===== src/rtl/tlul_host_arbiter_if.sv =====
// tlul_host_arbiter_if: two-host TL-UL A/D bundle plus the shared device-side A/D channels
interface tlul_host_arbiter_if #(
  parameter int TL_RS = 4,
  parameter int TL_AW = 28
);
  logic [1:0][2:0]       h_a_opcode;
  logic [1:0][2:0]       h_a_param;
  logic [1:0][3:0]       h_a_size;
  logic [1:0][TL_RS-1:0] h_a_source;
  logic [1:0][TL_AW-1:0] h_a_address;
  logic [1:0][3:0]       h_a_mask;
  logic [1:0][31:0]      h_a_data;
  logic [1:0]            h_a_valid;
  logic [1:0]            h_a_ready;
  logic [1:0][2:0]       h_d_opcode;
  logic [1:0][1:0]       h_d_param;
  logic [1:0][3:0]       h_d_size;
  logic [1:0][TL_RS-1:0] h_d_source;
  logic [1:0]            h_d_denied;
  logic [1:0][31:0]      h_d_data;
  logic [1:0]            h_d_corrupt;
  logic [1:0]            h_d_valid;
  logic [1:0]            h_d_ready;
  logic [2:0]            s_a_opcode;
  logic [2:0]            s_a_param;
  logic [3:0]            s_a_size;
  logic [TL_RS:0]        s_a_source;
  logic [TL_AW-1:0]      s_a_address;
  logic [3:0]            s_a_mask;
  logic [31:0]           s_a_data;
  logic                  s_a_corrupt;
  logic                  s_a_valid;
  logic                  s_a_ready;
  logic [2:0]            s_d_opcode;
  logic [1:0]            s_d_param;
  logic [3:0]            s_d_size;
  logic [TL_RS:0]        s_d_source;
  logic                  s_d_denied;
  logic [31:0]           s_d_data;
  logic                  s_d_corrupt;
  logic                  s_d_valid;
  logic                  s_d_ready;
  modport slave (
    input  h_a_opcode, h_a_param, h_a_size, h_a_source, h_a_address, h_a_mask, h_a_data, h_a_valid,
    output h_a_ready,
    output h_d_opcode, h_d_param, h_d_size, h_d_source, h_d_denied, h_d_data, h_d_corrupt, h_d_valid,
    input  h_d_ready,
    output s_a_opcode, s_a_param, s_a_size, s_a_source, s_a_address, s_a_mask, s_a_data, s_a_corrupt, s_a_valid,
    input  s_a_ready,
    input  s_d_opcode, s_d_param, s_d_size, s_d_source, s_d_denied, s_d_data, s_d_corrupt, s_d_valid,
    output s_d_ready
  );
  modport master (
    output h_a_opcode, h_a_param, h_a_size, h_a_source, h_a_address, h_a_mask, h_a_data, h_a_valid,
    input  h_a_ready,
    input  h_d_opcode, h_d_param, h_d_size, h_d_source, h_d_denied, h_d_data, h_d_corrupt, h_d_valid,
    output h_d_ready,
    input  s_a_opcode, s_a_param, s_a_size, s_a_source, s_a_address, s_a_mask, s_a_data, s_a_corrupt, s_a_valid,
    output s_a_ready,
    output s_d_opcode, s_d_param, s_d_size, s_d_source, s_d_denied, s_d_data, s_d_corrupt, s_d_valid,
    input  s_d_ready
  );
endinterface


===== src/rtl/tlul_host_arbiter.sv =====
// tlul_host_arbiter: two-host round-robin TL-UL arbiter with per-host outstanding limits
module tlul_host_arbiter #(
  parameter int TL_RS   = 4,
  parameter int TL_AW   = 28,
  parameter int MAX_OUT = 4
) (
  input logic                tilelink_clock_i,
  input logic                tilelink_reset_i,
  tlul_host_arbiter_if.slave bus
);
  logic [1:0][3:0] cnt;
  logic            rr_ptr, load_en, sel, gi;
  logic [1:0]      elig, grant, a_fire, d_fire;
  assign load_en = ~bus.s_a_valid | bus.s_a_ready;
  assign sel     = bus.s_d_source[TL_RS];
  // a host at its outstanding limit is never eligible; rr_ptr only breaks ties
  always_comb begin
    for (int i = 0; i < 2; i++) elig[i] = bus.h_a_valid[i] & (cnt[i] != 4'(MAX_OUT));
    grant[0] = elig[0] & (~elig[1] | ~rr_ptr);
    grant[1] = elig[1] & (~elig[0] | rr_ptr);
    gi       = grant[1];
  end
  assign bus.h_a_ready   = load_en ? grant : 2'b00;
  assign a_fire          = bus.h_a_valid & bus.h_a_ready;
  assign d_fire          = (bus.s_d_valid & bus.s_d_ready) ? (sel ? 2'b10 : 2'b01) : 2'b00;
  assign bus.h_d_valid   = bus.s_d_valid ? (sel ? 2'b10 : 2'b01) : 2'b00;
  assign bus.s_d_ready   = bus.h_d_ready[sel];
  assign bus.h_d_opcode  = {2{bus.s_d_opcode}};
  assign bus.h_d_param   = {2{bus.s_d_param}};
  assign bus.h_d_size    = {2{bus.s_d_size}};
  assign bus.h_d_source  = {2{bus.s_d_source[TL_RS-1:0]}};
  assign bus.h_d_denied  = {2{bus.s_d_denied}};
  assign bus.h_d_data    = {2{bus.s_d_data}};
  assign bus.h_d_corrupt = {2{bus.s_d_corrupt}};
  // single-beat A output stage tagged with the winning host index
  always_ff @(posedge tilelink_clock_i)
    if (tilelink_reset_i) begin
      bus.s_a_valid   <= 1'b0;
      bus.s_a_opcode  <= '0;
      bus.s_a_param   <= '0;
      bus.s_a_size    <= '0;
      bus.s_a_source  <= '0;
      bus.s_a_address <= '0;
      bus.s_a_mask    <= '0;
      bus.s_a_data    <= '0;
      bus.s_a_corrupt <= 1'b0;
      rr_ptr          <= 1'b0;
    end else if (load_en) begin
      bus.s_a_valid <= |grant;
      if (|grant) begin
        bus.s_a_opcode  <= bus.h_a_opcode[gi];
        bus.s_a_param   <= bus.h_a_param[gi];
        bus.s_a_size    <= bus.h_a_size[gi];
        bus.s_a_source  <= {gi, bus.h_a_source[gi]};
        bus.s_a_address <= bus.h_a_address[gi];
        bus.s_a_mask    <= bus.h_a_mask[gi];
        bus.s_a_data    <= bus.h_a_data[gi];
        bus.s_a_corrupt <= 1'b0;
        rr_ptr          <= ~gi;
      end
    end
  // outstanding counters; a stray response at zero leaves the counter at zero
  always_ff @(posedge tilelink_clock_i)
    for (int i = 0; i < 2; i++)
      if (tilelink_reset_i) cnt[i] <= '0;
      else if (a_fire[i] & ~d_fire[i]) cnt[i] <= cnt[i] + 4'd1;
      else if (d_fire[i] & ~a_fire[i] & (cnt[i] != '0)) cnt[i] <= cnt[i] - 4'd1;
  // a response for a host with nothing outstanding means the device broke protocol
  always_ff @(posedge tilelink_clock_i)
    for (int i = 0; i < 2; i++)
      if (!tilelink_reset_i) assert (!(d_fire[i] && cnt[i] == '0));
endmodule


===== src/flat_wrapper.sv =====
// flat-port wrapper written by rule: the top's interface ports become plain ports
module tlul_host_arbiter_flat 
#(
  parameter int TL_RS   = 4,
  parameter int TL_AW   = 28,
  parameter int MAX_OUT = 4
)
  (tilelink_clock_i, tilelink_reset_i, bus_h_a_opcode, bus_h_a_param, bus_h_a_size, bus_h_a_source, bus_h_a_address, bus_h_a_mask, bus_h_a_data, bus_h_a_valid, bus_h_a_ready, bus_h_d_opcode, bus_h_d_param, bus_h_d_size, bus_h_d_source, bus_h_d_denied, bus_h_d_data, bus_h_d_corrupt, bus_h_d_valid, bus_h_d_ready, bus_s_a_opcode, bus_s_a_param, bus_s_a_size, bus_s_a_source, bus_s_a_address, bus_s_a_mask, bus_s_a_data, bus_s_a_corrupt, bus_s_a_valid, bus_s_a_ready, bus_s_d_opcode, bus_s_d_param, bus_s_d_size, bus_s_d_source, bus_s_d_denied, bus_s_d_data, bus_s_d_corrupt, bus_s_d_valid, bus_s_d_ready);
  tlul_host_arbiter_if #(.TL_RS(TL_RS), .TL_AW(TL_AW)) bus_i ();
  input logic tilelink_clock_i;
  input logic tilelink_reset_i;
  input wire logic [$bits(bus_i.h_a_opcode)-1:0] bus_h_a_opcode;
  input wire logic [$bits(bus_i.h_a_param)-1:0] bus_h_a_param;
  input wire logic [$bits(bus_i.h_a_size)-1:0] bus_h_a_size;
  input wire logic [$bits(bus_i.h_a_source)-1:0] bus_h_a_source;
  input wire logic [$bits(bus_i.h_a_address)-1:0] bus_h_a_address;
  input wire logic [$bits(bus_i.h_a_mask)-1:0] bus_h_a_mask;
  input wire logic [$bits(bus_i.h_a_data)-1:0] bus_h_a_data;
  input wire logic [$bits(bus_i.h_a_valid)-1:0] bus_h_a_valid;
  output wire logic [$bits(bus_i.h_a_ready)-1:0] bus_h_a_ready;
  output wire logic [$bits(bus_i.h_d_opcode)-1:0] bus_h_d_opcode;
  output wire logic [$bits(bus_i.h_d_param)-1:0] bus_h_d_param;
  output wire logic [$bits(bus_i.h_d_size)-1:0] bus_h_d_size;
  output wire logic [$bits(bus_i.h_d_source)-1:0] bus_h_d_source;
  output wire logic [$bits(bus_i.h_d_denied)-1:0] bus_h_d_denied;
  output wire logic [$bits(bus_i.h_d_data)-1:0] bus_h_d_data;
  output wire logic [$bits(bus_i.h_d_corrupt)-1:0] bus_h_d_corrupt;
  output wire logic [$bits(bus_i.h_d_valid)-1:0] bus_h_d_valid;
  input wire logic [$bits(bus_i.h_d_ready)-1:0] bus_h_d_ready;
  output wire logic [$bits(bus_i.s_a_opcode)-1:0] bus_s_a_opcode;
  output wire logic [$bits(bus_i.s_a_param)-1:0] bus_s_a_param;
  output wire logic [$bits(bus_i.s_a_size)-1:0] bus_s_a_size;
  output wire logic [$bits(bus_i.s_a_source)-1:0] bus_s_a_source;
  output wire logic [$bits(bus_i.s_a_address)-1:0] bus_s_a_address;
  output wire logic [$bits(bus_i.s_a_mask)-1:0] bus_s_a_mask;
  output wire logic [$bits(bus_i.s_a_data)-1:0] bus_s_a_data;
  output wire logic [$bits(bus_i.s_a_corrupt)-1:0] bus_s_a_corrupt;
  output wire logic [$bits(bus_i.s_a_valid)-1:0] bus_s_a_valid;
  input wire logic [$bits(bus_i.s_a_ready)-1:0] bus_s_a_ready;
  input wire logic [$bits(bus_i.s_d_opcode)-1:0] bus_s_d_opcode;
  input wire logic [$bits(bus_i.s_d_param)-1:0] bus_s_d_param;
  input wire logic [$bits(bus_i.s_d_size)-1:0] bus_s_d_size;
  input wire logic [$bits(bus_i.s_d_source)-1:0] bus_s_d_source;
  input wire logic [$bits(bus_i.s_d_denied)-1:0] bus_s_d_denied;
  input wire logic [$bits(bus_i.s_d_data)-1:0] bus_s_d_data;
  input wire logic [$bits(bus_i.s_d_corrupt)-1:0] bus_s_d_corrupt;
  input wire logic [$bits(bus_i.s_d_valid)-1:0] bus_s_d_valid;
  output wire logic [$bits(bus_i.s_d_ready)-1:0] bus_s_d_ready;
  assign bus_i.h_a_opcode = bus_h_a_opcode;
  assign bus_i.h_a_param = bus_h_a_param;
  assign bus_i.h_a_size = bus_h_a_size;
  assign bus_i.h_a_source = bus_h_a_source;
  assign bus_i.h_a_address = bus_h_a_address;
  assign bus_i.h_a_mask = bus_h_a_mask;
  assign bus_i.h_a_data = bus_h_a_data;
  assign bus_i.h_a_valid = bus_h_a_valid;
  assign bus_h_a_ready = bus_i.h_a_ready;
  assign bus_h_d_opcode = bus_i.h_d_opcode;
  assign bus_h_d_param = bus_i.h_d_param;
  assign bus_h_d_size = bus_i.h_d_size;
  assign bus_h_d_source = bus_i.h_d_source;
  assign bus_h_d_denied = bus_i.h_d_denied;
  assign bus_h_d_data = bus_i.h_d_data;
  assign bus_h_d_corrupt = bus_i.h_d_corrupt;
  assign bus_h_d_valid = bus_i.h_d_valid;
  assign bus_i.h_d_ready = bus_h_d_ready;
  assign bus_s_a_opcode = bus_i.s_a_opcode;
  assign bus_s_a_param = bus_i.s_a_param;
  assign bus_s_a_size = bus_i.s_a_size;
  assign bus_s_a_source = bus_i.s_a_source;
  assign bus_s_a_address = bus_i.s_a_address;
  assign bus_s_a_mask = bus_i.s_a_mask;
  assign bus_s_a_data = bus_i.s_a_data;
  assign bus_s_a_corrupt = bus_i.s_a_corrupt;
  assign bus_s_a_valid = bus_i.s_a_valid;
  assign bus_i.s_a_ready = bus_s_a_ready;
  assign bus_i.s_d_opcode = bus_s_d_opcode;
  assign bus_i.s_d_param = bus_s_d_param;
  assign bus_i.s_d_size = bus_s_d_size;
  assign bus_i.s_d_source = bus_s_d_source;
  assign bus_i.s_d_denied = bus_s_d_denied;
  assign bus_i.s_d_data = bus_s_d_data;
  assign bus_i.s_d_corrupt = bus_s_d_corrupt;
  assign bus_i.s_d_valid = bus_s_d_valid;
  assign bus_s_d_ready = bus_i.s_d_ready;
  tlul_host_arbiter #(.TL_RS(TL_RS), .TL_AW(TL_AW), .MAX_OUT(MAX_OUT)) u_core (.tilelink_clock_i(tilelink_clock_i), .tilelink_reset_i(tilelink_reset_i), .bus(bus_i));
endmodule

===== config.mk =====
export PLATFORM = sky130hd
export DESIGN_NAME = tlul_host_arbiter_flat
export DESIGN_NICKNAME = d
export VERILOG_FILES = /design/src/rtl/tlul_host_arbiter_if.sv /design/src/rtl/tlul_host_arbiter.sv /design/src/flat_wrapper.sv
export SDC_FILE = /design/constraint.sdc
export NUM_CORES = 1
export LEC_CHECK = 0
export CAP_MARGIN = 20
export CORE_AREA = 8 8 147 149
export CTS_CLUSTER_SIZE = 24
export DETAILED_ROUTE_END_ITERATION = 7
export DIE_AREA = 0 0 155 157
export PLACE_DENSITY = 0.61
export SYNTH_ARGS = -nofsm -noshare
export SYNTH_HDL_FRONTEND = slang
export SYNTH_SLANG_ARGS = --single-unit
export TNS_END_PERCENT = 100

===== constraint.sdc =====
create_clock -name tilelink_clock_i -period 2.9 [get_ports tilelink_clock_i]
set_input_delay 0.435 -clock tilelink_clock_i [delete_from_list [all_inputs] [get_ports tilelink_clock_i]]
set_output_delay 0.435 -clock tilelink_clock_i [all_outputs]
set_load 0.02 [all_outputs]

* Word level (Yosys, flattened, before mapping) *
Index checks and enable logic that the tools add are counted.

word-level totals
  input bits = 212
  register bits = 89
  logic and storage cells = 73
  output and inout bits = 180

operators by class
  add/sub/neg operators = 4
  bitwise operators = 24
  reductions and logical operators = 6
  multiplexer cells = 24
  equal/unequal tests = 2
  magnitude comparators = 2

operators with widths
  cell                 number
  $mux 32              2
  $mux 28              2
  $mux 4               10
  $mux 3               4
  $and 1x1->1          11
  $not 1->1            9
  $add 4x1->4 const B  2
  $mux 2               4
  $ne 4x3->1 const B   2
  $reduce_bool 4->1    2
  $sub 4x1->4 const B  2
  $lt 1x2->1 const B   2
  $reduce_bool 2->1    2
  $or 1x1->1           3
  $and 2x2->2          1
  $mux 1               2
  $reduce_and 2->1     1
  $reduce_or 2->1      1

* Logic depth before layout (Yosys ltp) *
  depth after elaboration = 12
  gate-level depth with buffers = 9
  mapped depth without buffers = 9

* Worst setup path before layout *
Ideal clock, no wire load.

  kind = reg-to-reg
  start point = register u_core.cnt[0] (netlist bit)
  end point = register u_core.cnt[7] (netlist bit)
  required time = 2.777 ns
  path buffers = 0
  cell stages (with the launch flop) = 10
  library setup time = 0.123 ns
  period minus slack after synthesis = 2.570 ns
  data arrival time = 2.446 ns
  setup slack = 0.330 ns
  cell sequence = dfxtp_1 -> nor4b_4 -> o311ai_1 -> nor3_1 -> inv_1 -> ha_1 -> a21o_1 -> a21oi_1 -> mux2i_1 -> mux2_1

on the way
  longest elaborated chain between the ends = 11
  elaborated cells between the ends (all ways) = 13
  classes of those cells = eq/ne (1); mux (2); bitwise (9); reduce/logical (1)

ends and longest elaborated chain
  item                                line                     RTL
  start, declared                     tlul_host_arbiter.sv:11  logic [1:0][3:0] cnt;
  start signal, assigned by index     tlul_host_arbiter.sv:66  else if (a_fire[i] & ~d_fire[i]) cnt[i] <= cnt[i] + 4'd1;
  $ne 4x3->1 *                        tlul_host_arbiter.sv:18  for (int i = 0; i < 2; i++) elig[i] = bus.h_a_valid[i] & (cnt[i] != 4'(MAX_OUT));
  $and 1x1->1 *                       tlul_host_arbiter.sv:18
  $not 1->1 *                         tlul_host_arbiter.sv:20  grant[1] = elig[1] & (~elig[0] | rr_ptr);
  $or 1x1->1 *                        tlul_host_arbiter.sv:20
  $and 1x1->1 *                       tlul_host_arbiter.sv:20
  $mux 2 *                            tlul_host_arbiter.sv:23  assign bus.h_a_ready = load_en ? grant : 2'b00;
  $and 2x2->2 *                       tlul_host_arbiter.sv:24  assign a_fire = bus.h_a_valid & bus.h_a_ready;
  $not 1->1                           tlul_host_arbiter.sv:67  else if (d_fire[i] & ~a_fire[i] & (cnt[i] != '0)) cnt[i] <= cnt[i] - 4'd1;
  $and 1x1->1 (2 in series)           tlul_host_arbiter.sv:67
  $reduce_bool 2->1 (no source line)  n/a

Mark *: on every way between the ends. The rest lies on a longest branch, timed or not.
A chain may end at the register's enable or synchronous reset.

* Worst setup path in the final report *
  start point = register u_core.cnt[4] (netlist bit)
  end point = output bus_h_a_ready[0]

on the way
  longest elaborated chain between the ends = 6

ends and longest elaborated chain
  item           line                     RTL
  $ne 4x3->1     tlul_host_arbiter.sv:18
  $and 1x1->1    tlul_host_arbiter.sv:18
  $not 1->1      tlul_host_arbiter.sv:19  grant[0] = elig[0] & (~elig[1] | ~rr_ptr);
  $or 1x1->1     tlul_host_arbiter.sv:19
  $and 1x1->1    tlul_host_arbiter.sv:19
  $mux 2         tlul_host_arbiter.sv:23
  end, declared  flat_wrapper.sv:20       output wire logic [$bits(bus_i.h_a_ready)-1:0] bus_h_a_ready;

No other way between the ends.

==> results summary <==
The flow ran to the end, and the final reports show no timing, DRC or antenna violations. The most utilized layer in the global route result is met2. The peak supply drop came out at 285 uV.

The buffer depth of the longest clock path came out at 2. Setup repair after global routing left no endpoint under its margin. The die footprint came out at 24,300 um2. The switching component of the power came out at 1.68 mW. The number of flops mapped to enable cells by yosys is 0. Global routing consumed, on the met1 layer, 13.9% of the routing resources. The count of hold buffers inserted by post-cts repair came out at 0. Counting flops with an async set or reset pin after synthesis yields a share of 0%.

The number of buffers created by CTS is 9. The required time of the worst setup path came out at 2.47 ns. The final-layout setup total negative slack came out at 0 ns. The power density over the cells came out at 702 nW/um2. The HPWL after detailed placement is 12,100 um. The total wirelength of the detailed-routed design came out at 15,700 um. When the netlist entered floorplanning its net count stood at 769.

The count of buffering cells on the critical path with inverters included came out at 2. The die height came out at 157 um. The residual DRC count is 0. The Yosys warning count is 0. The fraction of met3 tracks used by global routing is 5.40%. The fraction of power consumed by the clock network came out at 26.7%. The number of register bits inferred by synthesis is 89. The commonest cells after synthesis are sky130_fd_sc_hd__buf_4 (98), sky130_fd_sc_hd__dfxtp_1 (89), sky130_fd_sc_hd__nand2_1 (84). The number of I/O pins is 392. In the final layout, the share of cells above drive strength 1 is 5.47%. Traced cell by cell, the critical path runs through or4b_4 -> nand3_1 -> nand2_1 -> inv_2 -> clkdlybuf4s50_1. For this run the aggregate overflow at the end of global routing stands at 0. Global routing used 20.5% of the available met2 tracks.

Routability-driven placement finished with a final weighted congestion of 0.770. The insertion delay to the later sink of the worst-skew pair is 0.34 ns. The worst slew margin relative to its limit is 48.6%. The most used flip-flop cell after synthesis is sky130_fd_sc_hd__dfxtp_1.

The first TritonRoute pass finished after 4 iterations. The maximum number of pins on one net before global-route repair is 73. Of the total power, registers draw 33.0%. The number of nets in the finished design came out at 908.

The detailed-route via count came out at 4,219. The completed layout was analyzed and its total power is 4.90 mW. The critical path in this run is classified as reg -> out.

The initial antenna violation count is 0. The worst setup path is launched from a register. For this run, the register share of the synthesized area comes to 38.4%. A synthesized cell averages 8.41 um2. The highest clock frequency the design can meet came out at 369 MHz.

The largest individual stage delay along the critical path comes from the cell sky130_fd_sc_hd__clkdlybuf4s50_1. The DRC marker count from the first detailed-route iteration is 192. At the pin with the least slew margin, the transition time is 0.770 ns.

The initial utilization of the core area, before any placement, comes to 24.1%. In this run the number of H-tree levels came out at 3. The x dimension of the die is 155 um. Sorting the synthesized cells by area gives the leading types as sky130_fd_sc_hd__dfxtp_1 (38%), sky130_fd_sc_hd__buf_4 (16%), sky130_fd_sc_hd__a22oi_1 (9.6%). The area overhead of the layout relative to synthesis is 50.6%.

The remaining antenna violation count is 0. The largest fanout on the critical path is 6. Max-cap violations in this run came to 0.

The cell area after technology mapping is 4630 um2. The delay of the slowest cell on the worst path is 0.63 ns. TritonCTS built the clock tree. Of the total power, the share spent switching nets is 34.2%.

The count of inserted antenna diode cells came out at 0. By instance count, the leading cell after synthesis is sky130_fd_sc_hd__buf_4. At the worst endpoint, the arrival time is 2.27 ns. After clock tree synthesis, the clock-pin slew on the worst setup and hold paths is 0.06 ns. Using the TritonRoute via totals, the vias-per-cell ratio works out to 4.39.

The number of slew-limit violations in the final report is 0. The instance count of the mapped netlist came out at 551. The final hold violation count is 0. The master cell of the clock root buffer is sky130_fd_sc_hd__clkbuf_16.

The number of endpoints failing setup at the final stage is 0. The count of instances resized after the clock tree is built is 0. Among cell families on the critical path, the largest total delay comes from simple AND/OR/NAND/NOR gates. The core region area is 19,200 um2.

The share of the synthesized area in the top cell type came out at 38.4%. The leakage power figure is 2.57 nW. The count of buffers added on input and output ports is 249.

The first global-routing pass estimated 24,300 um of wire. The number of core rows is 51. The internal power summed over all cells came out at 3.23 mW. The number of global-route vias before repair is 4,290. The distinct cell type count of the synthesized netlist is 40. The worst hold path belongs to the class reg -> reg. Of all cell types, the one taking the most synthesized area is sky130_fd_sc_hd__dfxtp_1.

The average detailed-routed wire length per instance is 16.4 um. The final cycle utilization of the critical path came out at 93.3%. The worst setup skew after layout is 0.00875 ns. STA classifies the critical path endpoint as a primary output.

The CTS sink count came out at 89. The post-CTS setup repair buffer count came out at 0. Global routing used 12.6% of the available tracks across all layers. The logic gate share of total power is 40.3%. The smallest clock period supported by the final layout is computed as 2.71 ns.
[worst min-delay path: cells and delay by family, from the launching register on]
kind / cells / cell delay [ns]
AOI/OAI and AO/OA: 1 / 0.05
and+or+nand+nor: 1 / 0.05
DFF: 1 / 0.30
[metrics by stage]
step / setup slack, ns / utilization, % / instance area [um2] / hold WS [ns] / std cells
final: 0.193 / 36.3 / 6980 / 0.451 / 960
after global placement: 0.151 / 34.6 / 6640 / 0.441 / 944
after global routing: 0.0949 / 36.3 / 6980 / 0.469 / 960
after CTS: 0.167 / 36.3 / 6980 / 0.455 / 960
after floorplan: 0.330 / - / 4630 / 0.487 / 551
after detailed placement: 0.113 / 34.6 / 6640 / 0.446 / 944
[sequential cells by signal, indices dropped and copies added, names as in the netlist]
name and cells:
u_core.rr_ptr 1, u_core.bus.s_a_mask 4, u_core.bus.s_a_address 28, u_core.bus.s_a_param 3, u_core.bus.s_a_valid 1, u_core.bus.s_a_opcode 3, u_core.bus.s_a_source 5, u_core.bus.s_a_size 4
u_core.cnt 8, u_core.bus.s_a_data 32
[kinds of logic after synthesis]
group	after synthesis	share of synthesized area (%)
AND/OR/NAND/NOR	135	12.7
flip-flops	89	38.4
multiplexers	7	1.62
AO/OA/AOI/OAI	174	23.9
buffers and inverters	136	20.7
other	1	0.0809
XOR/XNOR	3	0.567
adder cells (fa/ha/maj)	6	1.94
[final timing paths]
kind | cells past startpoint | slack (ns) | to | from
min | 2 | 0.45 | u_core.bus.s_a_data[0] | u_core.bus.s_a_data[0]
min reg2reg | 2 | 0.45 | u_core.bus.s_a_data[0] | u_core.bus.s_a_data[0]
max reg2reg | 9 | 0.38 | u_core.cnt[3] | u_core.cnt[4]
max | 5 | 0.19 | bus_h_a_ready[0] | u_core.cnt[4]
[per-layer routing]
| metal | vias to the layer above | part of all wire [%] |
|---|---|---|
| li1 | 2097 | - |
| met1 | 1888 | 40 |
| met2 | 188 | 47 |
| met3 | 46 | 9.5 |
| met4 | 0 | 3.4 |
| met5 | - | 0 |
[power by group through the flow]
stage / Combinational (mW) / Sequential (mW) / Clock [mW]
after floorplan: 1.08 / 1.87 / 0
after global placement: 1.99 / 1.64 / 0
after detailed placement: 2.00 / 1.65 / 0
after CTS: 2.01 / 1.62 / 1.37
after global routing: 2.15 / 1.66 / 1.42
final: 1.98 / 1.62 / 1.31
[layout by cell type (no fill, tap or decap), types with 3 or more instances in the layout]
cell	synthesis	final
sky130_fd_sc_hd__a211oi_1	18	18
sky130_fd_sc_hd__a21oi_1	83	83
sky130_fd_sc_hd__a22oi_1	59	59
sky130_fd_sc_hd__buf_12	0	3
sky130_fd_sc_hd__buf_4	98	9
sky130_fd_sc_hd__clkbuf_16	0	9
sky130_fd_sc_hd__clkdlybuf4s50_1	0	248
sky130_fd_sc_hd__dfxtp_1	89	89
sky130_fd_sc_hd__ha_1	4	4
sky130_fd_sc_hd__mux2i_1	3	3
sky130_fd_sc_hd__nand2_1	84	84
sky130_fd_sc_hd__nand2b_1	8	8
sky130_fd_sc_hd__nor2_1	26	26
sky130_fd_sc_hd__nor2b_1	5	5
sky130_fd_sc_hd__nor3_1	3	3
sky130_fd_sc_hd__xnor2_1	3	3
[cell type report]
type | instances | area, um2
clock buffers | 11 | 253
fillers | 1984 | 12200
well taps | 265 | 332
flip-flops and latches | 89 | 1780
clock inverters | 5 | 86.3
inverters | 4 | 15.0
repair buffers | 260 | 2610
multi-input cells | 326 | 1900
(Power assumes the default switching activity.)
